==> src/rtl/kyber_ntt_ctrl_if.sv <==
`default_nettype none
// ============================================================================
//  Module      : kyber_ntt_ctrl_if
//  Description : Bundle of the NTT sequencer's handshake and RAM/butterfly
//                control signals.
//                  start, stall           host -> controller
//                  busy, done             controller -> host
//                  rd_en, rd_addr_a/b     read side of the coefficient RAM
//                  zeta_idx, bf_valid     butterfly input side
//                  wr_en, wr_addr_a/b     write-back side of the RAM
//                  layer                  current NTT layer (0..6)
//                Optional macro NTT_CTRL_INTT_EN adds inverse (in) and
//                bf_mode (out).
//                Modport master: controller view. Modport slave: environment.
//  Revision    : 1.0 - initial release
// ============================================================================
interface kyber_ntt_ctrl_if;
    logic       start;
    logic       stall;
    logic       busy;
    logic       done;
    logic       rd_en;
    logic [7:0] rd_addr_a;
    logic [7:0] rd_addr_b;
    logic [6:0] zeta_idx;
    logic       bf_valid;
    logic       wr_en;
    logic [7:0] wr_addr_a;
    logic [7:0] wr_addr_b;
    logic [2:0] layer;
`ifdef NTT_CTRL_INTT_EN
    logic       inverse;
    logic       bf_mode;

    modport master (
        input  start, stall, inverse,
        output busy, done, rd_en, rd_addr_a, rd_addr_b, zeta_idx, bf_valid,
               wr_en, wr_addr_a, wr_addr_b, layer, bf_mode
    );
    modport slave (
        output start, stall, inverse,
        input  busy, done, rd_en, rd_addr_a, rd_addr_b, zeta_idx, bf_valid,
               wr_en, wr_addr_a, wr_addr_b, layer, bf_mode
    );
`else
    modport master (
        input  start, stall,
        output busy, done, rd_en, rd_addr_a, rd_addr_b, zeta_idx, bf_valid,
               wr_en, wr_addr_a, wr_addr_b, layer
    );
    modport slave (
        output start, stall,
        input  busy, done, rd_en, rd_addr_a, rd_addr_b, zeta_idx, bf_valid,
               wr_en, wr_addr_a, wr_addr_b, layer
    );
`endif
endinterface
`default_nettype wire

==> src/rtl/kyber_ntt_ctrl.sv <==
`default_nettype none
// ============================================================================
//  Module      : kyber_ntt_ctrl
//  Description : Sequencer for the Kyber NTT accelerator. Walks 7 layers of
//                128 butterflies over the 256-entry coefficient RAM, one
//                butterfly per cycle, and writes results back 1+BF_LAT cycles
//                after issue.
//  Ports       : clk  - system clock (rising edge)
//                rst  - synchronous active-high reset
//                bus  - kyber_ntt_ctrl_if.master (start/stall in, busy/done,
//                       read/write addresses, zeta index, layer out)
//  Parameters  : N      - polynomial length (256)
//                BF_LAT - butterfly latency in cycles (>=1)
//  Macro       : NTT_CTRL_INTT_EN - enables inverse-NTT ordering (inverse
//                input latched at start, bf_mode output)
//  Revision    : 1.0 - initial release
// ============================================================================
module kyber_ntt_ctrl #(
    parameter int N      = 256,
    parameter int BF_LAT = 3
) (
    input  logic             clk,
    input  logic             rst,
    kyber_ntt_ctrl_if.master bus
);
    // Stage 1 feeds the butterfly, stage c_depth carries the write-back.
    localparam int               c_depth      = 1 + BF_LAT;
    localparam int               c_dcw        = $clog2(c_depth + 1);
    localparam logic [6:0]       c_last_b     = 7'(N / 2 - 1);
    localparam logic [2:0]       c_last_layer = 3'd6;
    localparam logic [c_dcw-1:0] c_drain_last = c_dcw'(c_depth - 1);

    typedef enum logic [1:0] {
        S_IDLE  = 2'd0,
        S_ISSUE = 2'd1,
        S_DRAIN = 2'd2,
        S_FIN   = 2'd3
    } state_t;

    state_t           r_state, w_state_nxt;
    logic [6:0]       r_b, w_b_nxt;
    logic [2:0]       r_layer, w_layer_nxt;
    logic [c_dcw-1:0] r_drain, w_drain_nxt;
    logic             w_issue, w_busy, w_done;
    logic             r_inv, w_inv_nxt;

    // ------------------------------------------------------------------
    // Address generation. len = 1 << w_len_log is the butterfly span.
    // ------------------------------------------------------------------
    logic [3:0] w_len_log;
    logic [7:0] w_b8, w_g, w_len, w_rd_a, w_rd_b, w_rd_a_q, w_rd_b_q;
    logic [6:0] w_zeta, w_zeta_q;

    always_comb begin
        w_b8      = {1'b0, r_b};
        w_len_log = 4'd7 - {1'b0, r_layer};
        if (r_inv) begin
            w_len_log = {1'b0, r_layer} + 4'd1;
        end
        w_g    = w_b8 >> w_len_log;
        w_len  = 8'd1 << w_len_log;
        // Group base is 2*len*g; when len=128 the only group is g=0.
        w_rd_a = (w_g << (w_len_log + 4'd1)) | (w_b8 & (w_len - 8'd1));
        w_rd_b = w_rd_a + w_len;
        w_zeta = (7'd1 << r_layer) + w_g[6:0];
        if (r_inv) begin
            // (256/len) - 1 - g with len = 2 << layer reduces to (127 >> layer) - g.
            w_zeta = (7'd127 >> r_layer) - w_g[6:0];
        end
    end

    // Idle/stalled cycles present zero addresses and push zero into the pipe.
    assign w_rd_a_q = w_issue ? w_rd_a : 8'd0;
    assign w_rd_b_q = w_issue ? w_rd_b : 8'd0;
    assign w_zeta_q = w_issue ? w_zeta : 7'd0;

    // ------------------------------------------------------------------
    // Sequencing FSM
    // ------------------------------------------------------------------
    always_ff @(posedge clk) begin
        if (rst) begin
            r_state <= S_IDLE;
            r_b     <= 7'd0;
            r_layer <= 3'd0;
            r_drain <= '0;
            r_inv   <= 1'b0;
        end else begin
            r_state <= w_state_nxt;
            r_b     <= w_b_nxt;
            r_layer <= w_layer_nxt;
            r_drain <= w_drain_nxt;
            r_inv   <= w_inv_nxt;
        end
    end

    always_comb begin
        w_state_nxt = r_state;
        w_b_nxt     = r_b;
        w_layer_nxt = r_layer;
        w_drain_nxt = r_drain;
        w_inv_nxt   = r_inv;
        w_issue     = 1'b0;
        w_busy      = 1'b0;
        w_done      = 1'b0;
        case (r_state)
            S_IDLE: begin
                if (bus.start) begin
                    w_state_nxt = S_ISSUE;
                    w_b_nxt     = 7'd0;
                    w_layer_nxt = 3'd0;
                    w_drain_nxt = '0;
`ifdef NTT_CTRL_INTT_EN
                    w_inv_nxt   = bus.inverse;
`else
                    w_inv_nxt   = 1'b0;
`endif
                end
            end
            S_ISSUE: begin
                w_busy = 1'b1;
                if (!bus.stall) begin
                    w_issue = 1'b1;
                    if (r_b == c_last_b) begin
                        w_state_nxt = S_DRAIN;
                        w_b_nxt     = 7'd0;
                        w_drain_nxt = '0;
                    end else begin
                        w_b_nxt = r_b + 7'd1;
                    end
                end
            end
            S_DRAIN: begin
                // Wait for the last write of the layer before the next read.
                w_busy = 1'b1;
                if (r_drain == c_drain_last) begin
                    w_drain_nxt = '0;
                    if (r_layer == c_last_layer) begin
                        w_state_nxt = S_FIN;
                    end else begin
                        w_state_nxt = S_ISSUE;
                        w_layer_nxt = r_layer + 3'd1;
                    end
                end else begin
                    w_drain_nxt = r_drain + 1'b1;
                end
            end
            S_FIN: begin
                w_done      = 1'b1;
                w_state_nxt = S_IDLE;
            end
            default: begin
                w_state_nxt = S_IDLE;
            end
        endcase
    end

    // ------------------------------------------------------------------
    // Issue pipeline: always advances, so in-flight work finishes during
    // stalls; stall bubbles enter as valid=0.
    // ------------------------------------------------------------------
    logic       r_pv [1:c_depth];
    logic [7:0] r_pa [1:c_depth];
    logic [7:0] r_pb [1:c_depth];
    logic [6:0] r_zeta;

    always_ff @(posedge clk) begin
        if (rst) begin
            for (int i = 1; i <= c_depth; i++) begin
                r_pv[i] <= 1'b0;
                r_pa[i] <= 8'd0;
                r_pb[i] <= 8'd0;
            end
            r_zeta <= 7'd0;
        end else begin
            r_pv[1] <= w_issue;
            r_pa[1] <= w_rd_a_q;
            r_pb[1] <= w_rd_b_q;
            r_zeta  <= w_zeta_q;
            for (int i = 2; i <= c_depth; i++) begin
                r_pv[i] <= r_pv[i-1];
                r_pa[i] <= r_pa[i-1];
                r_pb[i] <= r_pb[i-1];
            end
        end
    end

    assign bus.busy      = w_busy;
    assign bus.done      = w_done;
    assign bus.rd_en     = w_issue;
    assign bus.rd_addr_a = w_rd_a_q;
    assign bus.rd_addr_b = w_rd_b_q;
    assign bus.zeta_idx  = r_zeta;
    assign bus.bf_valid  = r_pv[1];
    assign bus.wr_en     = r_pv[c_depth];
    assign bus.wr_addr_a = r_pa[c_depth];
    assign bus.wr_addr_b = r_pb[c_depth];
    assign bus.layer     = r_layer;
`ifdef NTT_CTRL_INTT_EN
    assign bus.bf_mode   = r_inv;
`endif

endmodule
`default_nettype wire

==> src/flat_wrapper.sv <==
// flat-port wrapper written by rule: the top's interface ports become plain ports
module kyber_ntt_ctrl_flat 
#(
    parameter int N      = 256,
    parameter int BF_LAT = 3
)
  (clk, rst, bus_start, bus_stall, bus_busy, bus_done, bus_rd_en, bus_rd_addr_a, bus_rd_addr_b, bus_zeta_idx, bus_bf_valid, bus_wr_en, bus_wr_addr_a, bus_wr_addr_b, bus_layer);
  kyber_ntt_ctrl_if bus_i ();
  input  logic clk;
  input  logic rst;
  input wire logic [$bits(bus_i.start)-1:0] bus_start;
  input wire logic [$bits(bus_i.stall)-1:0] bus_stall;
  output wire logic [$bits(bus_i.busy)-1:0] bus_busy;
  output wire logic [$bits(bus_i.done)-1:0] bus_done;
  output wire logic [$bits(bus_i.rd_en)-1:0] bus_rd_en;
  output wire logic [$bits(bus_i.rd_addr_a)-1:0] bus_rd_addr_a;
  output wire logic [$bits(bus_i.rd_addr_b)-1:0] bus_rd_addr_b;
  output wire logic [$bits(bus_i.zeta_idx)-1:0] bus_zeta_idx;
  output wire logic [$bits(bus_i.bf_valid)-1:0] bus_bf_valid;
  output wire logic [$bits(bus_i.wr_en)-1:0] bus_wr_en;
  output wire logic [$bits(bus_i.wr_addr_a)-1:0] bus_wr_addr_a;
  output wire logic [$bits(bus_i.wr_addr_b)-1:0] bus_wr_addr_b;
  output wire logic [$bits(bus_i.layer)-1:0] bus_layer;
  assign bus_i.start = bus_start;
  assign bus_i.stall = bus_stall;
  assign bus_busy = bus_i.busy;
  assign bus_done = bus_i.done;
  assign bus_rd_en = bus_i.rd_en;
  assign bus_rd_addr_a = bus_i.rd_addr_a;
  assign bus_rd_addr_b = bus_i.rd_addr_b;
  assign bus_zeta_idx = bus_i.zeta_idx;
  assign bus_bf_valid = bus_i.bf_valid;
  assign bus_wr_en = bus_i.wr_en;
  assign bus_wr_addr_a = bus_i.wr_addr_a;
  assign bus_wr_addr_b = bus_i.wr_addr_b;
  assign bus_layer = bus_i.layer;
  kyber_ntt_ctrl #(.N(N), .BF_LAT(BF_LAT)) u_core (.clk(clk), .rst(rst), .bus(bus_i));
endmodule
==> config.mk <==
export PLATFORM = sky130hd
export DESIGN_NAME = kyber_ntt_ctrl_flat
export DESIGN_NICKNAME = d
export VERILOG_FILES = /design/src/rtl/kyber_ntt_ctrl_if.sv /design/src/rtl/kyber_ntt_ctrl.sv /design/src/flat_wrapper.sv
export SDC_FILE = /design/constraint.sdc
export NUM_CORES = 1
export LEC_CHECK = 0
export CELL_PAD_IN_SITES_DETAIL_PLACEMENT = 1
export CELL_PAD_IN_SITES_GLOBAL_PLACEMENT = 2
export CORE_MARGIN = 2
export CORE_UTILIZATION = 34
export CTS_BUF_LIST = sky130_fd_sc_hd__clkbuf_4
export DETAILED_ROUTE_END_ITERATION = 16
export PLACE_DENSITY = 0.89
export SYNTH_ARGS = -nofsm -noshare
export SYNTH_HDL_FRONTEND = slang
export SYNTH_SLANG_ARGS = --single-unit
==> constraint.sdc <==
create_clock -name clk -period 7.96 [get_ports clk]
set_input_delay 1.592 -clock clk [delete_from_list [all_inputs] [get_ports clk]]
set_output_delay 1.592 -clock clk [all_outputs]
set_load 0.02 [all_outputs]
* Yosys cells after proc, flatten, opt, wreduce, memory -nomap -nowiden *
Memories as Yosys holds them, arrays and structs flattened.
Cells that the tools add are included.

operators by class
  muxes and demuxes = 39
  bitwise operators = 15
  $add $sub $neg = 8
  shifts and indexed selects = 4
  eq/ne operators = 11
  reduce and logical (&&, ||, !) cells = 10

operators by type and width
  operator             count
  $mux 8               10
  $mux 7               3
  $mux 3               6
  $pmux 7 s2           1
  $or 1x1->1           12
  $reduce_and 4->1     3
  $mux 1               11
  $mux 2               5
  $pmux 3 s3           1
  $add 8x8->8          1
  $and 7x8->8          1
  $or 8x8->8           1
  $pmux 2 s4           1
  $shl 1x4->8 const A  1
  $shl 8x4->8          1
  $shr 7x4->8          1
  $sub 8x1->8 const B  1
  $add 7x1->7 const B  1
  $add 7x7->7          1
  $eq 7x7->1 const B   1
  $shl 1x3->7 const A  1
  $add 3x1->3 const B  2
  $ne 2x2->1 const B   3
  $pmux 3 s2           1
  other kinds (13)     17

word-level totals
  memories kept = 3
  memory bits (writable) = 68
  register bits after elaboration = 22
  word-level logic and storage cells = 95
  output and inout bits = 47
  input bits = 4

memories
  name         words  width  rd ports  clocked after memory_dff  write ports  RTL line               source
  u_core.r_pa  4      8      4         0                         4            kyber_ntt_ctrl.sv:162  logic [7:0] r_pa [1:c_depth];
  u_core.r_pb  4      8      4         0                         4            kyber_ntt_ctrl.sv:163  logic [7:0] r_pb [1:c_depth];
  u_core.r_pv  4      1      4         0                         4            kyber_ntt_ctrl.sv:161  logic r_pv [1:c_depth];

* Longest topological paths before layout *
Gate-level depths: netlist of run 1.

  word-level depth = 8
  depth in mapped cells = 17
  gate-level depth less buffers = 14

* Worst setup path before layout of run 1 *
Ideal clock, no wire load.

  path type = flip-flop to output port
  from = register u_core.r_layer[0] (netlist: u_core.bus.layer[0])
  to = output bus_rd_addr_b[7]
  arrival = 3.861 ns
  slack = 2.507 ns
  stages on the path, launching flop included = 17
  data required time = 6.368 ns
  path buffers = 4
  cells stage by stage = dfxtp_1 -> buf_6 -> inv_1 -> clkbuf_1 -> ha_1 -> clkbuf_1 -> clkbuf_1 -> nor3_1 -> a211o_1 -> a22oi_1 -> inv_1 -> ha_1 -> a211o_1 -> a211oi_1 -> a211o_1 -> nand3_1 -> mux2i_1

between the ends
  cells in the longest elaborated chain, start to end = 7
  elaborated cells between the ends (all ways) = 10
  classes of those cells = 4 x add/sub; 3 x shift; 1 x mux; 2 x bitwise

RTL lines
  what                      RTL line              source
  start: declaration        kyber_ntt_ctrl.sv:42  logic [2:0] r_layer, w_layer_nxt;
  start signal: assignment  kyber_ntt_ctrl.sv:90  r_layer <= w_layer_nxt;
  $sub 3x3->4 *             kyber_ntt_ctrl.sv:56  w_len_log = 4'd7 - {1'b0, r_layer};
  $shl 1x4->8               kyber_ntt_ctrl.sv:61  w_len = 8'd1 << w_len_log;
  $sub 8x1->8               kyber_ntt_ctrl.sv:63  w_rd_a = (w_g << (w_len_log + 4'd1)) | (w_b8 & (w_len - 8'd1));
  $and 7x8->8               kyber_ntt_ctrl.sv:63
  $or 8x8->8                kyber_ntt_ctrl.sv:63
  $add 8x8->8 *             kyber_ntt_ctrl.sv:64  w_rd_b = w_rd_a + w_len;
  $mux 8 *                  kyber_ntt_ctrl.sv:74  assign w_rd_b_q = w_issue ? w_rd_b : 8'd0;
  end: declaration          flat_wrapper.sv:17    output wire logic [$bits(bus_i.rd_addr_b)-1:0] bus_rd_addr_b;

Every way passes the cells marked *; elsewhere a longest branch is shown, timed or not.

* Worst setup path in the final report of run 1 *
Same ends and word-level chain as after synthesis.

==> reports/qor.yml, run 1 <==
synth:
  synth_top_family_by_area: "simple AND/OR/NAND/NOR gates"
  avgSynthCellArea_sq_um: 9.13
  syn_inst: 484
  ys_async_sr_fraction_pct: 0
  synth_edf_count: 0
  yosys.area_share.xor_xnor_pct: 4.76
  synth-compound-area-share_pct: 13.3
  synth_nets: 515
  ys_ff_latch: 90
  ys_types: 63
  seq_area_frac_synth_pct: 40.8
  syn_area_sq_um: 4420
  yosys.area_share.simple_pct: 21.8
  synth-adder-area-share_pct: 8.04
  synthMuxAreaShare_pct: 4.08
  yosys_most_used_dff: "dfxtp_1"
  synth_warnings: 0
critical_path:
  worst_ep_arrival_time_ns: 5.69
  r2r_end: "u_core.r_pb[0][15]"
  crit_type: "reg2out"
  r2r_slack_ns: 3.21
  start_kind: "register"
  endpoint_kind: "output pin"
  cp_max_fo: 22
  required_ns: 6.37
  r2r-start: "u_core.bus.layer[0]"
  r2r_cells: 13
  worstSetupStartpoint: "u_core.bus.layer[0]"
run_status:
  status: "finished, final reports clean"
timing:
  setup_ws_ns: 0.678
  rsz0062_at_grt: "false"
  setup_viol: 0
  period_minus_slack_ns: 7.28
  finalClockSkew_ns: 0.0221
  worst_pin_slew_ns: 0.892
  drv_slew: 0
  max_slew_margin_pct: 39.7
  finalCritPeriodShare_pct: 91.5
  timing.final.hold_violations: 0
  max_freq_ghz: 0.137
  tns_ns: 0
die:
  die_w_microns: 118
  die_area_sq_um: 13900
  io_pins: 51
  start_util_pct: 34.9
  fp.coreArea_sq_um: 12700
  die_height_microns: 118
  placementRows: 41
clock_network:
  post_cts_buffers: 0
  cts.sinks: 90
  htree_levels: 3
  clkLatencyLatePin_ns: 0.47
  hold_buffers: 0
  cts_resized: 0
  clk_pin_slew_ns: 0.15
  numCtsBuffers: 9
  clock_path_buffers: 2
  cts_tree: "done"
  clockRootBuffer: "clkbuf_4"
route:
  wirelength_mm: 10.9
  vias_per_cell: 4.98
  first_pass_iters: 6
  via_count: 3400
  drt-initial-drc-count: 225
  drc: 0
  avgRoutedWirePerCell_microns: 15.9
  drt.antenna.violating_nets: 0
finish:
  fin_nets: 537
  nFillCells: 1512
  utilization_pct: 39.8
  antenna_cells: 0
  final_cells: 683
  synthToLayoutAreaGrowth_pct: 14.1
  final_layout_size_suffix_gt1_share_pct: 7.24
global_route:
  antenna_found_initial: 0
  grt_overflow: 0
  grt_pass1_wl_mm: 17.7
  track_usage_pct: 16.1
  grt_pass1_vias: 3478
  grt_max_degree: 64
placed_design:
  place_inst: 667
  place.gp.congestion: 0.901
  portBuffers: 50
  hpwl_mm: 8.04
  post-place-ws_ns: 1.31
flow_run:
  maxCapViolCount: 0
power_and_ir_drop:
  power_leakage_uw: 0.00198
  total_power_uw: 938
  peakVddDrop_mv: 0.0676
  powerDensity_nw_per_um2: 186
worst_hold_path:
  min_path_cells: 1
  worstHoldPathType: "reg2reg"
  whs_endpoint: "u_core.r_pa[0][17]"
  min_from: "u_core.r_pa[0][9]"
[stage by stage]
step                hold slack [ns]  cell area, sq um
global route                  0.461              5040
floorplan                     0.414              4420
CTS                           0.445              5040
global placement              0.418              4920
detailed placement            0.427              4920
finish                        0.446              5040
[area by class of cell]
type / count / area [sq um] / share of cell area, %
Clock buffer: 9 / 67.6 / 1.34
Clock inverter: 7 / 57.6 / 1.14
Inverter: 23 / 86.3 / 1.71
Multi-Input combinational cell: 329 / 2300 / 45.5
Sequential cell: 90 / 1800 / 35.7
Tap cell: 172 / 215 / 4.27
Timing Repair Buffer: 53 / 518 / 10.3
[Yosys cell counts, drive strengths merged (2+ instances only)]
| cell type | instances | area share [%] |
|---|---|---|
| o2111ai | 2 | 0.40 |
| and3 | 3 | 0.42 |
| o31ai | 2 | 0.34 |
| xnor2 | 15 | 3.0 |
| nand2b | 10 | 1.4 |
| a22oi | 3 | 0.51 |
| nor2b | 59 | 8.3 |
| ha | 26 | 7.4 |
| xor2 | 9 | 1.8 |
| nor2 | 43 | 3.7 |
| and2 | 16 | 2.3 |
| mux2i | 6 | 1.4 |
| nand4 | 5 | 0.71 |
| a21o | 5 | 0.85 |
| a22o | 3 | 0.79 |
| o21a | 3 | 0.51 |
| nand2 | 20 | 1.7 |
| mux2 | 8 | 2.2 |
| or2 | 3 | 0.42 |
| nand3 | 5 | 0.57 |
| o21ai | 9 | 1.0 |
| a21boi | 2 | 0.34 |
| a311oi | 2 | 0.40 |
| dfxtp | 90 | 41 |
| a211oi | 2 | 0.34 |
| buf | 22 | 3.7 |
| nor3 | 10 | 1.1 |
| a31oi | 4 | 0.57 |
| clkbuf | 20 | 1.7 |
| o211ai | 2 | 0.34 |
| a221oi | 3 | 0.59 |
| a41oi | 2 | 0.57 |
| o21bai | 3 | 0.51 |
| inv | 22 | 1.9 |
| a21oi | 22 | 2.5 |
| a211o | 3 | 0.59 |
| or3 | 2 | 0.40 |
[power breakdown]
group          internal [uW]  switching, uW
Combinational           81.1            139
Clock                   69.0            171
Sequential               462           15.7
Total                    612            326
[placed cells by master (no fill, tap or decap), drive strengths merged, types with 4 or more instances in the layout]
master,count
mux2i,6
dfxtp,90
nand2b,10
nor2b,59
a31oi,4
xnor2,15
ha,26
clkdlybuf4s50,49
xor2,9
a21oi,22
clkbuf,9
a21o,5
and2,16
o21ai,9
nand3,5
nor2,43
nand2,20
mux2,8
buf,4
inv,26
nand4,5
nor3,10
[critical path, cell delays in order, from the launching register on]
cell             delay [ns]
dfxtp_1                0.91
inv_1                  0.44
ha_1                   0.39
ha_1                   0.38
a31oi_1                0.52
nor2_1                 0.10
o2bb2ai_1              0.17
a32o_1                 0.27
ha_1                   0.31
a211o_1                0.31
a211oi_1               0.33
a211o_1                0.21
nand3_1                0.07
mux2i_1                0.16
clkdlybuf4s50_1        0.63
[flip-flops by register name, indices dropped and copies added, names as in the netlist]
signal and cells:
u_core.r_pv 4, u_core.r_drain 3, u_core.r_b 7, u_core.bus.zeta_idx 7, u_core.bus.layer 3, u_core.r_pa 32, u_core.r_state 2, u_core.r_pb 32
[worst max-delay path by stage]
stage,slack (ns),to
finish,0.68,bus_rd_addr_b[7]
detailed placement,1.31,bus_rd_addr_b[7]
CTS,0.74,bus_rd_addr_b[7]
floorplan,2.51,bus_rd_addr_b[7]
global placement,1.50,bus_rd_addr_b[7]
global route,0.28,bus_rd_addr_b[7]
[kinds of logic (layout without fill, tap and decap cells)]
family	Yosys count	after routing
adder cells (fa/ha/maj)	28	28
AO/OA/AOI/OAI	82	82
flip-flops	90	90
AND/OR/NAND/NOR	180	180
multiplexers	15	15
XOR/XNOR	24	24
buffers and inverters	65	92
[routing by layer]
| metal | global-route usage [%] | share of wire [%] | vias to the layer above |
|---|---|---|---|
| met5 | 0 | 0 | - |
| met4 | 6.40 | 2.2 | 0 |
| met3 | 4.17 | 2.9 | 17 |
| met2 | 26.8 | 47 | 70 |
| met1 | 19.8 | 47 | 1657 |
| li1 | - | - | 1656 |
No activity file was read; power rests on OpenSTA's default activity.
==> inputs of run 2 (changes only) <==
Settings changed: CORE_MARGIN 2 to default, HOLD_SLACK_MARGIN from default to 0.15.
==> run 2 against run 1 <==
  * Count of clock-buffer cells in the layout is the same
  * Power shrank 1.0%
  * Sequential cell count is the same
==> reports/qor.yml, run 2 (synthesized netlist as in run 1, its figures left out) <==
die:
  die_w_microns: 116  # was 118 microns
  placementRows: 41  # unchanged
  die_area_sq_um: 13500  # was 13900 sq um
  die_height_microns: 116  # was 118 microns
  fp.coreArea_sq_um: 12700  # unchanged
  start_util_pct: 34.9  # unchanged
  io_pins: 51  # unchanged
worst_hold_path:
  min_from: "u_core.r_pb[0][14]"  # was u_core.r_pa[0][9]
  worstHoldPathType: "reg2reg"  # unchanged
  min_path_cells: 1  # unchanged
  whs_endpoint: "u_core.r_pb[0][22]"  # was u_core.r_pa[0][17]
finish:
  design_area_sq_um: 5030  # was 5040 sq um
  final_cells: 682  # was 683
  synthToLayoutAreaGrowth_pct: 13.9  # was 14.1%
  largest_registers: "u_core.r_pa (32), u_core.r_pb (32)"  # unchanged
  antenna_cells: 0  # unchanged
  mostFrequentLayoutCells: "dfxtp_1 (90), nor2b_1 (59), clkdlybuf4s50_1 (49), nor2_1 (43), ha_1 (26)"  # unchanged
  fin_nets: 536  # was 537
  final_common_cell: "dfxtp_1"  # unchanged
  final_layout_size_suffix_gt1_share_pct: 7.06  # was 7.24%
clock_network:
  htree_levels: 3  # unchanged
  cts.sinks: 90  # unchanged
  post_cts_buffers: 0  # unchanged
  clockRootBuffer: "clkbuf_4"  # unchanged
  clkLatencyLatePin_ns: 0.45  # was 0.47 ns
  cts_resized: 0  # unchanged
  numCtsBuffers: 9  # unchanged
  clock_path_buffers: 2  # unchanged
  cts_tree: "done"  # unchanged
  hold_buffers: 0  # unchanged
  clk_pin_slew_ns: 0.15  # about the same
timing:
  drv_slew: 0  # unchanged
  max_freq_ghz: 0.139  # was 0.137 GHz
  tns_ns: 0  # unchanged
  finalClockSkew_ns: 0.0276  # was 0.0221 ns
  max_slew_margin_pct: 37.4  # was 39.7%
  rsz0062_at_grt: "false"  # unchanged
  setup_viol: 0  # unchanged
  timing.final.hold_violations: 0  # unchanged
  worst_pin_slew_ns: 0.937  # was 0.892 ns
  finalCritPeriodShare_pct: 90.1  # was 91.5%
  period_minus_slack_ns: 7.17  # was 7.28 ns
  timing.hold.ws_ns: 0.447  # was 0.446 ns
power_and_ir_drop:
  p_sw_uw: 317  # was 326 uW
  powerDensity_nw_per_um2: 184  # was 186 nW/um^2
  power_leakage_uw: 0.00198  # about the same
  p_int_uw: 612  # about the same
  clkPwrFrac_pct: 25.1  # was 25.6%
  swShare_pct: 34.1  # was 34.8%
  total_power_uw: 929  # was 938 uW
  combPwrFrac_pct: 23.5  # about the same
  peakVddDrop_mv: 0.0539  # was 0.0676 mV
  seqPwrFrac_pct: 51.4  # was 50.9%
global_route:
  grt_overflow: 0  # unchanged
  grt_pass1_vias: 3298  # was 3478
  antenna_found_initial: 0  # unchanged
  grt_max_degree: 64  # unchanged
  grt_pass1_wl_mm: 16.6  # was 17.7 mm
  track_usage_pct: 16.2  # was 16.1%
critical_path:
  worst_ep_arrival_time_ns: 5.58  # was 5.69 ns
  r2r_cells: 13  # unchanged
  r2r_end: "u_core.r_pb[0][15]"  # unchanged
  r2r-start: "u_core.bus.layer[0]"  # unchanged
  required_ns: 6.37  # about the same
  cp_max_fo: 22  # unchanged
  crit_type: "reg2out"  # unchanged
  start_kind: "register"  # unchanged
  r2r_slack_ns: 3.26  # was 3.21 ns
  endpoint_kind: "output pin"  # unchanged
route:
  via_count: 3381  # was 3400
  vias_per_cell: 4.96  # was 4.98
  avgRoutedWirePerCell_microns: 15.1  # was 15.9 microns
  first_pass_iters: 4  # was 6
  drt-initial-drc-count: 232  # was 225
  drc: 0  # unchanged
  wirelength_mm: 10.3  # was 10.9 mm
  drt.antenna.violating_nets: 0  # unchanged
placed_design:
  place_inst: 666  # was 667
  hpwl_mm: 7.69  # was 8.04 mm
  portBuffers: 50  # unchanged
  post_dp_cell_area_sq_um: 4910  # was 4920 sq um
  place.gp.congestion: 0.846  # was 0.901
flow_run:
  maxCapViolCount: 0  # unchanged
run_status:
  status: "finished, final reports clean"  # unchanged
-- run 2: cell type report --
type / instances / area [sq um]
clock buffer: 9 / 67.6
clock inverter: 7 / 57.6
tap: 172 / 215
inverter: 23 / 86.3
sequential: 90 / 1800
fill: 1476 / 7640
multi-input combinational: 329 / 2300
timing repair buffer: 52 / 510
-- run 2: worst max path at each step --
stage / cells past startpoint / startpoint / slack [ns] / endpoint
2_1_floorplan: 16 / u_core.bus.layer[0] / 2.51 / bus_rd_addr_b[7]
3_3_place_gp: 14 / u_core.bus.layer[0] / 1.52 / bus_rd_addr_b[7]
3_5_place_dp: 14 / u_core.bus.layer[0] / 1.33 / bus_rd_addr_b[7]
4_1_cts: 14 / u_core.bus.layer[0] / 0.77 / bus_rd_addr_b[7]
5_1_grt: 14 / u_core.bus.layer[0] / 0.27 / bus_rd_addr_b[7]
6_report: 14 / u_core.bus.layer[0] / 0.79 / bus_rd_addr_b[7]
-- run 2: through the flow --
stage          setup WS (ns)  util (%)
4_1_cts                0.771      39.7
3_5_place_dp            1.33      38.7
5_1_grt                0.268      39.7
2_1_floorplan           2.51         -
3_3_place_gp            1.52      38.7
6_report               0.788      39.7
-- run 2: power by group through the flow --
| stage | clock network [uW] | registers, uW | logic, uW |
|---|---|---|---|
| final | 233 | 477 | 218 |
| after global routing | 260 | 480 | 244 |
| after CTS | 246 | 477 | 220 |
| after detailed placement | 0 | 487 | 219 |
| after global placement | 0 | 486 | 216 |
| after floorplan | 0 | 482 | 160 |
-- run 2: per-layer routing --
metal	track usage [%]	routed length (microns)
met3	2.56	411
met4	6.32	170
met2	27.9	4990
met1	20.2	4750
met5	0	0
-- run 2: worst max-delay path, cell delays in order (launching register included) --
cell and delay [ns]:
dfxtp_1 0.89, inv_1 0.44, ha_1 0.38, ha_1 0.38
a31oi_1 0.51, nor2_1 0.11, o2bb2ai_1 0.18, a32o_1 0.23
ha_1 0.29, a211o_1 0.31, a211oi_1 0.37, a211o_1 0.21
nand3_1 0.07, mux2i_1 0.15, clkdlybuf4s50_1 0.62
